$ cat src/rtl/brg_sck_gen.sv
`default_nettype none
// ============================================================================
// Module      : brg_sck_gen
// Description : SPI serial-clock generator. Divides clk by
//               (SPPR+1)*2^(SPR+1), drives SCK with selectable idle polarity
//               and emits one-cycle BaudRate / lead_edge / trail_edge strobes.
//               Runs continuously (cont=1) or as a counted burst of num_bits
//               SCK periods with a busy/done handshake.
//               Optional macro BRG_GUARD_EN adds a guard interval of one
//               half period after the last trailing edge before done/idle.
// Revision    : 1.0 - initial release
// ============================================================================
module brg_sck_gen #(
   parameter int SPR_W     = 3,
   parameter int SPPR_W    = 3,
   parameter int BIT_CNT_W = 4
) (
   input  logic                 clk,
   input  logic                 rst,
   input  logic                 clr,
   input  logic                 en,
   input  logic                 start,
   input  logic                 cont,
   input  logic [SPPR_W-1:0]    SPPR,
   input  logic [SPR_W-1:0]     SPR,
   input  logic                 CPOL,
   input  logic [BIT_CNT_W-1:0] num_bits,
   output logic                 BaudRate,
   output logic                 SCK,
   output logic                 lead_edge,
   output logic                 trail_edge,
   output logic                 busy,
   output logic                 done
);

   // Half-period counter width: holds H-1 for the largest H without overflow.
   localparam int CNT_W  = SPPR_W + 2**SPR_W - 1;
   // Edge counter must reach 2*num_bits - 1.
   localparam int EDGE_W = BIT_CNT_W + 1;

   localparam logic [CNT_W-1:0]  c_cnt_one  = CNT_W'(1);
   localparam logic [EDGE_W-1:0] c_edge_one = EDGE_W'(1);

`ifdef BRG_GUARD_EN
   typedef enum logic [1:0] {
      S_IDLE  = 2'd0,
      S_RUN   = 2'd1,
      S_GUARD = 2'd2
   } state_t;
`else
   typedef enum logic [1:0] {
      S_IDLE  = 2'd0,
      S_RUN   = 2'd1
   } state_t;
`endif

   state_t                r_state;
   logic [CNT_W-1:0]      r_cnt;        // cycles elapsed in current half period
   logic [CNT_W-1:0]      r_h_m1;       // latched H-1
   logic [EDGE_W-1:0]     r_edge_cnt;   // SCK edges produced so far
   logic [BIT_CNT_W-1:0]  r_num_bits;   // latched burst length
   logic                  r_cont_mode;  // running in continuous mode
   logic                  r_stop;       // continuous stop requested
   logic                  r_sck;
   logic                  r_baud;
   logic                  r_lead;
   logic                  r_trail;
   logic                  r_busy;
   logic                  r_done;

   logic [CNT_W-1:0]      w_h_m1;
   logic [EDGE_W-1:0]     w_last_idx;
   logic                  w_wrap;
   logic                  w_finish;
   logic                  w_go_cont;
   logic                  w_go_burst;

   // H-1 = (SPPR+1)*2^SPR - 1 = SPPR*2^SPR + (2^SPR - 1); both terms fit
   // in CNT_W bits, so no wider intermediate is needed.
   assign w_h_m1     = (CNT_W'(SPPR) << SPR) + ((c_cnt_one << SPR) - c_cnt_one);

   // Index (0-based) of the final edge of a burst: 2*num_bits - 1.
   assign w_last_idx = {r_num_bits, 1'b0} - c_edge_one;

   // End of the current half period.
   assign w_wrap     = (r_cnt == r_h_m1);

   // The edge being produced now closes the transfer. Only meaningful on a
   // trailing edge: continuous mode stops once cont has been seen low,
   // burst mode stops on edge number 2*num_bits.
   assign w_finish   = r_cont_mode ? (r_stop | ~cont) : (r_edge_cnt == w_last_idx);

   // Launch conditions evaluated in IDLE; continuous mode has priority.
   assign w_go_cont  = cont;
   assign w_go_burst = ~cont & start & (num_bits != '0);

   // Main control FSM with counters and registered outputs.
   always_ff @(posedge clk or negedge rst) begin
      if (!rst) begin
         r_state     <= S_IDLE;
         r_cnt       <= '0;
         r_h_m1      <= '0;
         r_edge_cnt  <= '0;
         r_num_bits  <= '0;
         r_cont_mode <= 1'b0;
         r_stop      <= 1'b0;
         r_sck       <= 1'b0;
         r_baud      <= 1'b0;
         r_lead      <= 1'b0;
         r_trail     <= 1'b0;
         r_busy      <= 1'b0;
         r_done      <= 1'b0;
      end else begin
         // Strobes are single-cycle: cleared unless re-asserted below.
         r_baud  <= 1'b0;
         r_lead  <= 1'b0;
         r_trail <= 1'b0;
         r_done  <= 1'b0;

         if (clr) begin
            r_state    <= S_IDLE;
            r_cnt      <= '0;
            r_edge_cnt <= '0;
            r_stop     <= 1'b0;
            r_busy     <= 1'b0;
            r_sck      <= CPOL;
         end else if (en) begin
            case (r_state)
               S_IDLE: begin
                  r_cnt      <= '0;
                  r_edge_cnt <= '0;
                  r_stop     <= 1'b0;
                  if (w_go_cont || w_go_burst) begin
                     // Configuration is frozen for the whole transfer.
                     r_h_m1      <= w_h_m1;
                     r_num_bits  <= num_bits;
                     r_cont_mode <= w_go_cont;
                     r_sck       <= CPOL;
                     r_busy      <= 1'b1;
                     r_state     <= S_RUN;
                  end else if (start) begin
                     // Zero-length burst: acknowledge without any edges.
                     r_done <= 1'b1;
                  end
               end

               S_RUN: begin
                  if (r_cont_mode && !cont) begin
                     r_stop <= 1'b1;
                  end
                  if (w_wrap) begin
                     r_cnt      <= '0;
                     r_sck      <= ~r_sck;
                     r_baud     <= 1'b1;
                     r_edge_cnt <= r_edge_cnt + c_edge_one;
                     if (!r_edge_cnt[0]) begin
                        // Edge numbers are 1-based: even index is an odd edge.
                        r_lead <= 1'b1;
                     end else begin
                        r_trail <= 1'b1;
                        if (w_finish) begin
                           r_stop <= 1'b0;
`ifdef BRG_GUARD_EN
                           r_state <= S_GUARD;
`else
                           r_state <= S_IDLE;
                           r_busy  <= 1'b0;
                           r_done  <= ~r_cont_mode;
`endif
                        end
                     end
                  end else begin
                     r_cnt <= r_cnt + c_cnt_one;
                  end
               end

`ifdef BRG_GUARD_EN
               S_GUARD: begin
                  // Hold SCK at idle level for one half period, then release.
                  if (w_wrap) begin
                     r_cnt   <= '0;
                     r_state <= S_IDLE;
                     r_busy  <= 1'b0;
                     r_done  <= ~r_cont_mode;
                  end else begin
                     r_cnt <= r_cnt + c_cnt_one;
                  end
               end
`endif

               default: begin
                  r_state <= S_IDLE;
                  r_busy  <= 1'b0;
               end
            endcase
         end
      end
   end

   // In IDLE the clock follows the live polarity input; it is held low
   // while reset is asserted.
   assign SCK        = (r_state == S_IDLE) ? (CPOL & rst) : r_sck;
   assign BaudRate   = r_baud;
   assign lead_edge  = r_lead;
   assign trail_edge = r_trail;
   assign busy       = r_busy;
   assign done       = r_done;

endmodule
`default_nettype wire

$ cat config.mk
export PLATFORM = sky130hd
export DESIGN_NAME = brg_sck_gen
export DESIGN_NICKNAME = d
export VERILOG_FILES = /design/src/rtl/brg_sck_gen.sv
export SDC_FILE = /design/constraint.sdc
export NUM_CORES = 1
export LEC_CHECK = 0
export CAP_MARGIN = 20
export CELL_PAD_IN_SITES_DETAIL_PLACEMENT = 1
export CELL_PAD_IN_SITES_GLOBAL_PLACEMENT = 2
export CORE_UTILIZATION = 35
export DETAILED_ROUTE_END_ITERATION = 12
export GPL_TIMING_DRIVEN = 0
export PLACE_DENSITY_LB_ADDON = 0.25
export SETUP_SLACK_MARGIN = 0.2
export SYNTH_ARGS = -nofsm -noshare
export SYNTH_HDL_FRONTEND = slang
export SYNTH_SLANG_ARGS = --single-unit
$ cat constraint.sdc
create_clock -name clk -period 2.2 [get_ports clk]
set_input_delay 0.66 -clock clk [delete_from_list [all_inputs] [get_ports clk]]
set_output_delay 0.66 -clock clk [all_outputs]
set_load 0.05 [all_outputs]
Word level (Yosys, flattened, before mapping) --
Cells that the tools add are included.
Operators by class: add/subtract/negate cells 5, equality and inequality tests 7, shifts and indexed selects 2, mux-type cells 58, bitwise logic cells 8, reductions and logical operators 12
Operator list (count):
- 1-bit two-way mux | 39
- 10-bit two-way mux | 3
- 10-bit one-hot mux with 2 select lines | 1
- 5-bit two-way mux | 3
- 2-bit two-way mux | 6
- 3-bit inequality test, second input constant | 4
- 10-bit by 1-bit adder with 10-bit output, second input constant | 1
- 10-bit adder | 1
- 10-bit equality test | 1
- 5-bit one-hot mux with 2 select lines | 1
- 1-bit by 3-bit left shift with 10-bit output, first input constant | 1
- 3-bit by 3-bit left shift with 10-bit output | 1
- 10-bit by 1-bit subtractor with 10-bit output, second input constant | 1
- 1-bit one-hot mux with 2 select lines | 4
- 4-bit AND reduction | 2
- 5-bit by 1-bit adder with 5-bit output, second input constant | 1
- 5-bit equality test | 1
- 5-bit AND reduction | 1
- 5-bit by 1-bit subtractor with 5-bit output, second input constant | 1
- 1-bit inverter | 4
- 2-bit one-hot mux with 2 select lines | 1
- 4-bit nonzero test | 1
- 1-bit bitwise AND | 3
- 3-bit AND reduction | 1
- 9 further kinds | 9
Storage, ports and cells: register bits 39, bits of input ports 17, output and inout port bits 6, word-level logic and storage cells 105

Depth between registers and ports, before layout --
Gate-level depths: netlist (run 1).
depth in word-level cells 9, depth in mapped cells 14, depth with buffers taken out 13

Worst setup path after synthesis (run 1) --
OpenSTA, ideal clock, no wires.
path kind input-to-reg, from input port SPR[0], to register r_h_m1[9], library setup time 128 ps, arrival time 3249 ps, required time 2072 ps, slack -1177 ps, stages on the path 14, path buffers 1, path through clkbuf_1 > nand2_1 > o21ai_0 > nor2_1 > nor2_1 > nand2b_1 > ha_1 > inv_1 > fa_1 > a21o_1 > a2111oi_0 > a21oi_1 > xnor2_1 > o21ai_0
On the way: word-level cells in the longest chain between the ends 3, elaborated cells between the ends (all ways) 4, classes of those cells 2 x add/sub; 2 x shift
Ends and longest elaborated chain:
- start, declared | line 25 | input logic [SPR_W-1:0] SPR,
- 1-bit by 3-bit left shift with 10-bit output | line 80 | assign w_h_m1 = (CNT_W'(SPPR) << SPR) + ((c_cnt_one << SPR) - c_cnt_one);
- 10-bit by 1-bit subtractor with 10-bit output | line 80
- 10-bit adder (*) | line 80
- end signal, assigned | line 135 | r_h_m1 <= w_h_m1;
- end, declared | line 59 | logic [CNT_W-1:0] r_h_m1;
Mark *: on every way between the ends. The rest lies on a longest branch, timed or not. A chain may end at the register's enable or synchronous reset.

Final worst setup path (run 1) --
from input port SPR[1], to register r_h_m1[9]
The elaborated chain is that of the path after synthesis.

==> flow_summary.toml, run 1 <==
[setup_path]
critical_path_class = "in -> reg"
worst_setup_path_start_kind = "input pin"
critPathBufInv = 3
cp.arrival_ns = 2.97
end_kind = "flop"
path_cells = "buf_6 > clkbuf_8 > nor2_4 > nand2_1 > ha_1 > inv_2 > ha_4 > fa_2 > a21o_1 > a2111oi_4 > a21oi_2 > xnor2_1 > o21ai_1"
path_max_fanout = 7
crit_family = "compound AO/OA/AOI/OAI gates"
critPathMaxStageDelay_ns = 0.44
cp_data_required_time_ns = 2.37
cpMaxStageDelayCell = "a2111oi_4"

[timing]
worst_pin_slew_ns = 0.508
fin_crit_sh = 1.27
fmax_mhz = 358
whs_ns = 0.193
max-slew-margin-rel = 0.662
rsz0062_at_grt = "true"
fin_ws_ns = -0.596
final.setup.tns_ns = -2.61
slew_violations = 0
hold_viol_final = 0
setup_viol = 7
clock_skew_ns = 0.0108
fin_crit_ns = 2.80

[power_and_ir_drop]
ir_drop_uv = 265
pwr-share-seq = 0.403
intPower_mw = 1.38
switchingPower_uw = 704
p_leak_nw = 1.67
swShare = 0.338
pwr-share-comb = 0.374
power_density_nw_per_um2 = 578
p_clk_frac = 0.223
totalPowerFinal_mw = 2.08

[yosys]
synth-edff-count = 0
yosys_most_used_dff = "dfrtp_1"
yosys.area.top_type = "dfrtp_1"
synth_seq_cells = 37
ys_seq_area_frac = 0.366
yosysMostFrequentCell = "dfrtp_1"
yosys.cell_types.count = 47
yosysTopAreaCellShare = 0.366
synth_warnings = 0
synth.top_cells.by_area = "dfrtp_1, ha_1, xor2_1, nand2_1, xnor2_1"
synth.cell_area_um2 = 2530
synth_nets = 318
netlist_instances = 281
synthTopCellsByCount = "dfrtp_1, nand2_1, inv_1"
avgSynthCellArea_um2 = 9.01
ys_async_sr_fraction = 1.00

[route]
wl_per_cell_um = 15.7
drc = 0
drt_iter0_markers = 53
dr.pass1.iters = 4
vias = 2220
ant_nets = 0
avgViaCountPerCell = 5.02
wl_mm = 6.93

[placed_design]
gp_congestion = 0.707
hpwl_mm = 4.66
post_dp_cell_area_um2 = 2930
preCtsSetupSlack_ns = -1.50
place_inst = 397
numPortBuffers = 20

[clock_network]
cts_tree = "built"
clk_pin_slew_ns = 0.07
htreeDepth = 2
insertion_delay_ns = 0.29
root_buffer = "clkbuf_8"
cts.sinks = 37
postCtsHoldBufs = 0
cts_made_buffers = 5
clk_path_buf_depth = 2

[floorplanning]
dieHeight_um = 87.1
dieArea_um2 = 7580
core_area_um2 = 6910
pin_count = 23
start_util = 0.367
die_x_um = 87.1
rows = 30

[worst_hold_path]
hold_class = "in -> async"

[cells_and_area]
fin_util = 0.521
n_antenna_cell = 0
final_area_um2 = 3600
nNetsFinal = 382
fin_cells = 442
areaGrowthSynthToFinish_pct = 42.2
drive_above_1_share = 0.332
num-fill-cells = 799

[outcome]
violations = "setup timing"
status = "complete, but fails checks"

[global_route]
overflow = 0
grt_start_max_net_pins = 39
grt_first_pass_wirelength_mm = 11.5
grtUsageTotal = 0.198
antenna_found_initial = 0
first_global_vias = 2298

[job]
maxCapViolCount = 0
==> flip-flops by register name, indices dropped and copies added, names as in the netlist <==
signal / count
BaudRate: 1
r_h_m1: 10
busy: 1
r_stop: 1
r_num_bits: 4
r_cnt: 10
done: 1
r_sck: 1
r_edge_cnt: 5
lead_edge: 1
r_cont_mode: 1
trail_edge: 1
==> power by group through the flow <==
stage	Sequential [mW]	Clock [mW]	Combinational, mW
after detailed placement	0.850	0	0.582
after global routing	0.853	0.511	0.858
after CTS	0.836	0.481	0.723
after global placement	0.845	0	0.572
after floorplan	0.837	0	0.431
final	0.839	0.464	0.777
==> worst paths after layout <==
path	from	end	slack, ns	cells past startpoint
max in group asynchronous	rst	r_cnt[0]	1.80	1
worst min register to register	r_h_m1[6]	r_h_m1[6]	0.51	2
worst max register to register	r_cnt[0]	r_sck	0.25	6
worst min-delay path	rst	r_edge_cnt[1]	0.19	1
worst max-delay path	SPR[1]	r_h_m1[9]	-0.60	13
min in group clk	r_h_m1[6]	r_h_m1[6]	0.51	2
==> worst register-to-register path: cells and delay by family, from the launching register on <==
kind / cells / cell delay [ns]
AO/OA/AOI/OAI: 1 / 0.13
XOR/XNOR: 1 / 0.20
buffers and inverters: 1 / 0.17
flip-flops: 1 / 0.46
multiplexers: 1 / 0.31
AND/OR/NAND/NOR: 2 / 0.56
==> area by class of cell <==
class / instances / area [µm²] / share of cell area
multi-input combinational: 211 / 1780 / 0.493
sequential: 37 / 927 / 0.257
timing repair buffer: 57 / 503 / 0.140
tap: 96 / 120 / 0.0334
buffer: 10 / 96.3 / 0.0268
inverter: 23 / 96.3 / 0.0268
clock buffer: 6 / 72.6 / 0.0202
clock inverter: 2 / 10.0 / 0.00278
==> layout by cell type (no fill, tap or decap), types with 3 or more instances in the layout <==
cell type and instances:
mux2_2 6, buf_4 36, nand2_1 29, nand4_1 3, ha_1 12, nand2b_1 4
ha_4 6, dlygate4sd2_1 9, clkbuf_1 3, clkbuf_8 7, nor2b_4 3, and3_1 4
inv_2 5, o21ai_0 3, buf_6 6, a21oi_2 4, nor3_1 5, a21o_1 3
xor2_1 19, o21ai_1 9, nand3_1 8, nor2_1 20, xnor2_1 9, a32oi_1 3
dfrtp_1 36, a21oi_1 4, inv_1 16
==> timing repair <==
action	4_1_cts	5_1_grt
endpoints found under the hold margin	0	0
resized for setup	88	38
setup endpoints to repair	29	25
setup buffers	27	10
pin swaps	27	30
==> layer usage <==
layer / wire, µm / vias up / GRT usage
met5: 0 / - / 0
met4: 137 / 0 / 0.0894
met3: 120 / 13 / 0.0237
met2: 3450 / 27 / 0.334
met1: 3220 / 1075 / 0.254
li1: - / 1105 / -
==> cells by family (layout without fill, tap and decap cells) <==
kind of cell / Yosys count / count (layout) / synth area share
simple gates: 98 / 98 / 0.193
fa+ha+maj: 20 / 20 / 0.102
mux: 9 / 9 / 0.0395
compound gates: 53 / 53 / 0.143
buf+inv: 33 / 98 / 0.0494
xor+xnor: 31 / 31 / 0.107
flops: 37 / 37 / 0.366
(Power assumes the default switching activity.)
==> inputs of run 2 (changes only) <==
- SLEW_MARGIN: not set -> 25
==> flow_summary.toml, run 2 (synthesis results as in run 1) <==
[outcome]
status = "complete, but fails checks"
violations = "setup timing"

[route]
drt_iter0_markers = 63
vias = 2245
wl_mm = 7.03
wl_per_cell_um = 16.3
drc = 0
ant_nets = 0
avgViaCountPerCell = 5.20
dr.pass1.iters = 4

[power_and_ir_drop]
p_leak_nw = 1.64
power_density_nw_per_um2 = 591
ir_drop_uv = 261
intPower_mw = 1.41
pwr-share-comb = 0.375
switchingPower_uw = 715
swShare = 0.337
p_clk_frac = 0.229
pwr-share-seq = 0.396

[floorplanning]
dieArea_um2 = 7580
core_area_um2 = 6910
start_util = 0.367
dieHeight_um = 87.1
pin_count = 23
die_x_um = 87.1
rows = 30

[placed_design]
post_dp_cell_area_um2 = 2950
place_inst = 398
gp_congestion = 0.707
numPortBuffers = 20
hpwl_mm = 4.78

[setup_path]
worst_setup_path_start_kind = "input pin"
cpMaxStageDelayCell = "a2111oi_4"
crit_family = "compound AO/OA/AOI/OAI gates"
end_kind = "flop"
cp.arrival_ns = 2.99
path_max_fanout = 6
path_cells = "clkbuf_16 > o21ai_4 > nor2_1 > nor2_1 > nand2b_1 > ha_1 > inv_2 > fa_2 > a21o_1 > a2111oi_4 > a21oi_2 > xnor2_1 > o21ai_1"
cp_data_required_time_ns = 2.37
critPathMaxStageDelay_ns = 0.43
critPathBufInv = 2
critical_path_class = "in -> reg"
crit_top_cell = "nor2_1"

[global_route]
grt_start_max_net_pins = 17
grt_first_pass_wirelength_mm = 11.4
first_global_vias = 2281
grtUsageTotal = 0.196
antenna_found_initial = 0
overflow = 0

[clock_network]
insertion_delay_ns = 0.29
postCtsHoldBufs = 0
clk_pin_slew_ns = 0.08
htreeDepth = 2
cts_made_buffers = 5
cts.sinks = 37
root_buffer = "clkbuf_8"
clk_path_buf_depth = 2
cts_tree = "built"

[timing]
fin_crit_sh = 1.28
max-slew-margin-rel = 0.662
final.setup.tns_ns = -2.69
clock_skew_ns = 0.0126
whs_ns = 0.162
rsz0062_at_grt = "true"
hold_viol_final = 0
worst_pin_slew_ns = 0.509
slew_violations = 0
fmax_mhz = 354
fin_crit_ns = 2.82
setup_viol = 6
fin_ws_ns = -0.621

[cells_and_area]
areaGrowthSynthToFinish_pct = 41.7
final_common_cell = "dfrtp_1"
seqCellArea_um2 = 927
final_area_um2 = 3590
num-fill-cells = 807
n_antenna_cell = 0
nNetsFinal = 373
multi_input_area_um2 = 1790
layout_common_cells = "dfrtp_1, nand2_1, buf_4"
fin_cells = 432
top_regs = "r_cnt x10, r_h_m1 x10, r_edge_cnt x5"
drive_above_1_share = 0.304

[worst_hold_path]
hold_class = "in -> async"

[job]
maxCapViolCount = 0
run 2: cell count changes in the layout (fill, tap and decap cells not counted), sizes merged:
cell / previous run / this run
buf: 47 / 39
bufbuf: 0 / 1
clkbuf: 13 / 12
clkdlybuf4s15: 0 / 1
clkdlybuf4s50: 2 / 1
clkinv: 2 / 0
dlygate4sd2: 9 / 8
dlymetal6s2s: 2 / 3
run 2: worst reg2reg max path: stages (launching register included):
cell and delay [ns]:
dfrtp_2 0.45, xor2_2 0.20, nor4_4 0.36, nand3_4 0.19
buf_8 0.18, buf_2 0.16, nor3_2 0.17, a32o_1 0.16
run 2: power by group through the flow:
| stage | Combinational (mW) | Clock (mW) | Sequential [mW] |
|---|---|---|---|
| after floorplan | 0.431 | 0 | 0.837 |
| after global placement | 0.572 | 0 | 0.845 |
| after detailed placement | 0.590 | 0 | 0.852 |
| after CTS | 0.732 | 0.503 | 0.838 |
| after global routing | 0.875 | 0.530 | 0.853 |
| final | 0.795 | 0.486 | 0.840 |
run 2: what timing repair did:
item | in CTS | in global routing
buffers inserted | 18 | 8
setup endpoints to repair | 29 | 24
gates resized for setup | 91 | 36
endpoints found under the hold margin | 0 | 0
cloned | 1 | 0
pin swaps | 27 | 23
run 2: final timing paths:
| path | from | end | slack [ns] | cells past startpoint |
|---|---|---|---|---|
| setup / recovery | SPR[0] | r_h_m1[9] | -0.62 | 13 |
| hold / removal | rst | busy | 0.16 | 1 |
| setup reg to reg | r_cnt[2] | done | 0.26 | 7 |
| hold reg to reg | r_h_m1[6] | r_h_m1[6] | 0.50 | 2 |
| max in group asynchronous | rst | r_h_m1[9] | 1.58 | 3 |
| min in group clk | r_h_m1[6] | r_h_m1[6] | 0.50 | 2 |
run 2: per-layer routing:
| metal | global-route usage | up-vias | part of all wire |
|---|---|---|---|
| met5 | 0 | - | 0 |
| met4 | 0.0636 | 0 | 0.019 |
| met3 | 0.0227 | 10 | 0.020 |
| met2 | 0.343 | 35 | 0.50 |
| met1 | 0.250 | 1113 | 0.46 |
| li1 | - | 1087 | - |
run 2: area by class of cell:
class                   count  share of cell area
plain buffers              10              0.0293
repair buffers             48               0.131
multi-input cells         211               0.498
clock buffers               7              0.0241
flip-flops and latches     37               0.258
inverters                  23              0.0262
well taps                  96              0.0335
run 2: per-stage QoR:
step                power (mW)  worst slack (ns)   util
floorplan                 1.27            -0.711      -
global placement          1.42             -2.06  0.424
detailed placement        1.44             -1.50  0.428
CTS                       2.07            -0.521  0.492
global route              2.26            -0.700  0.520
finish                    2.12            -0.621  0.520
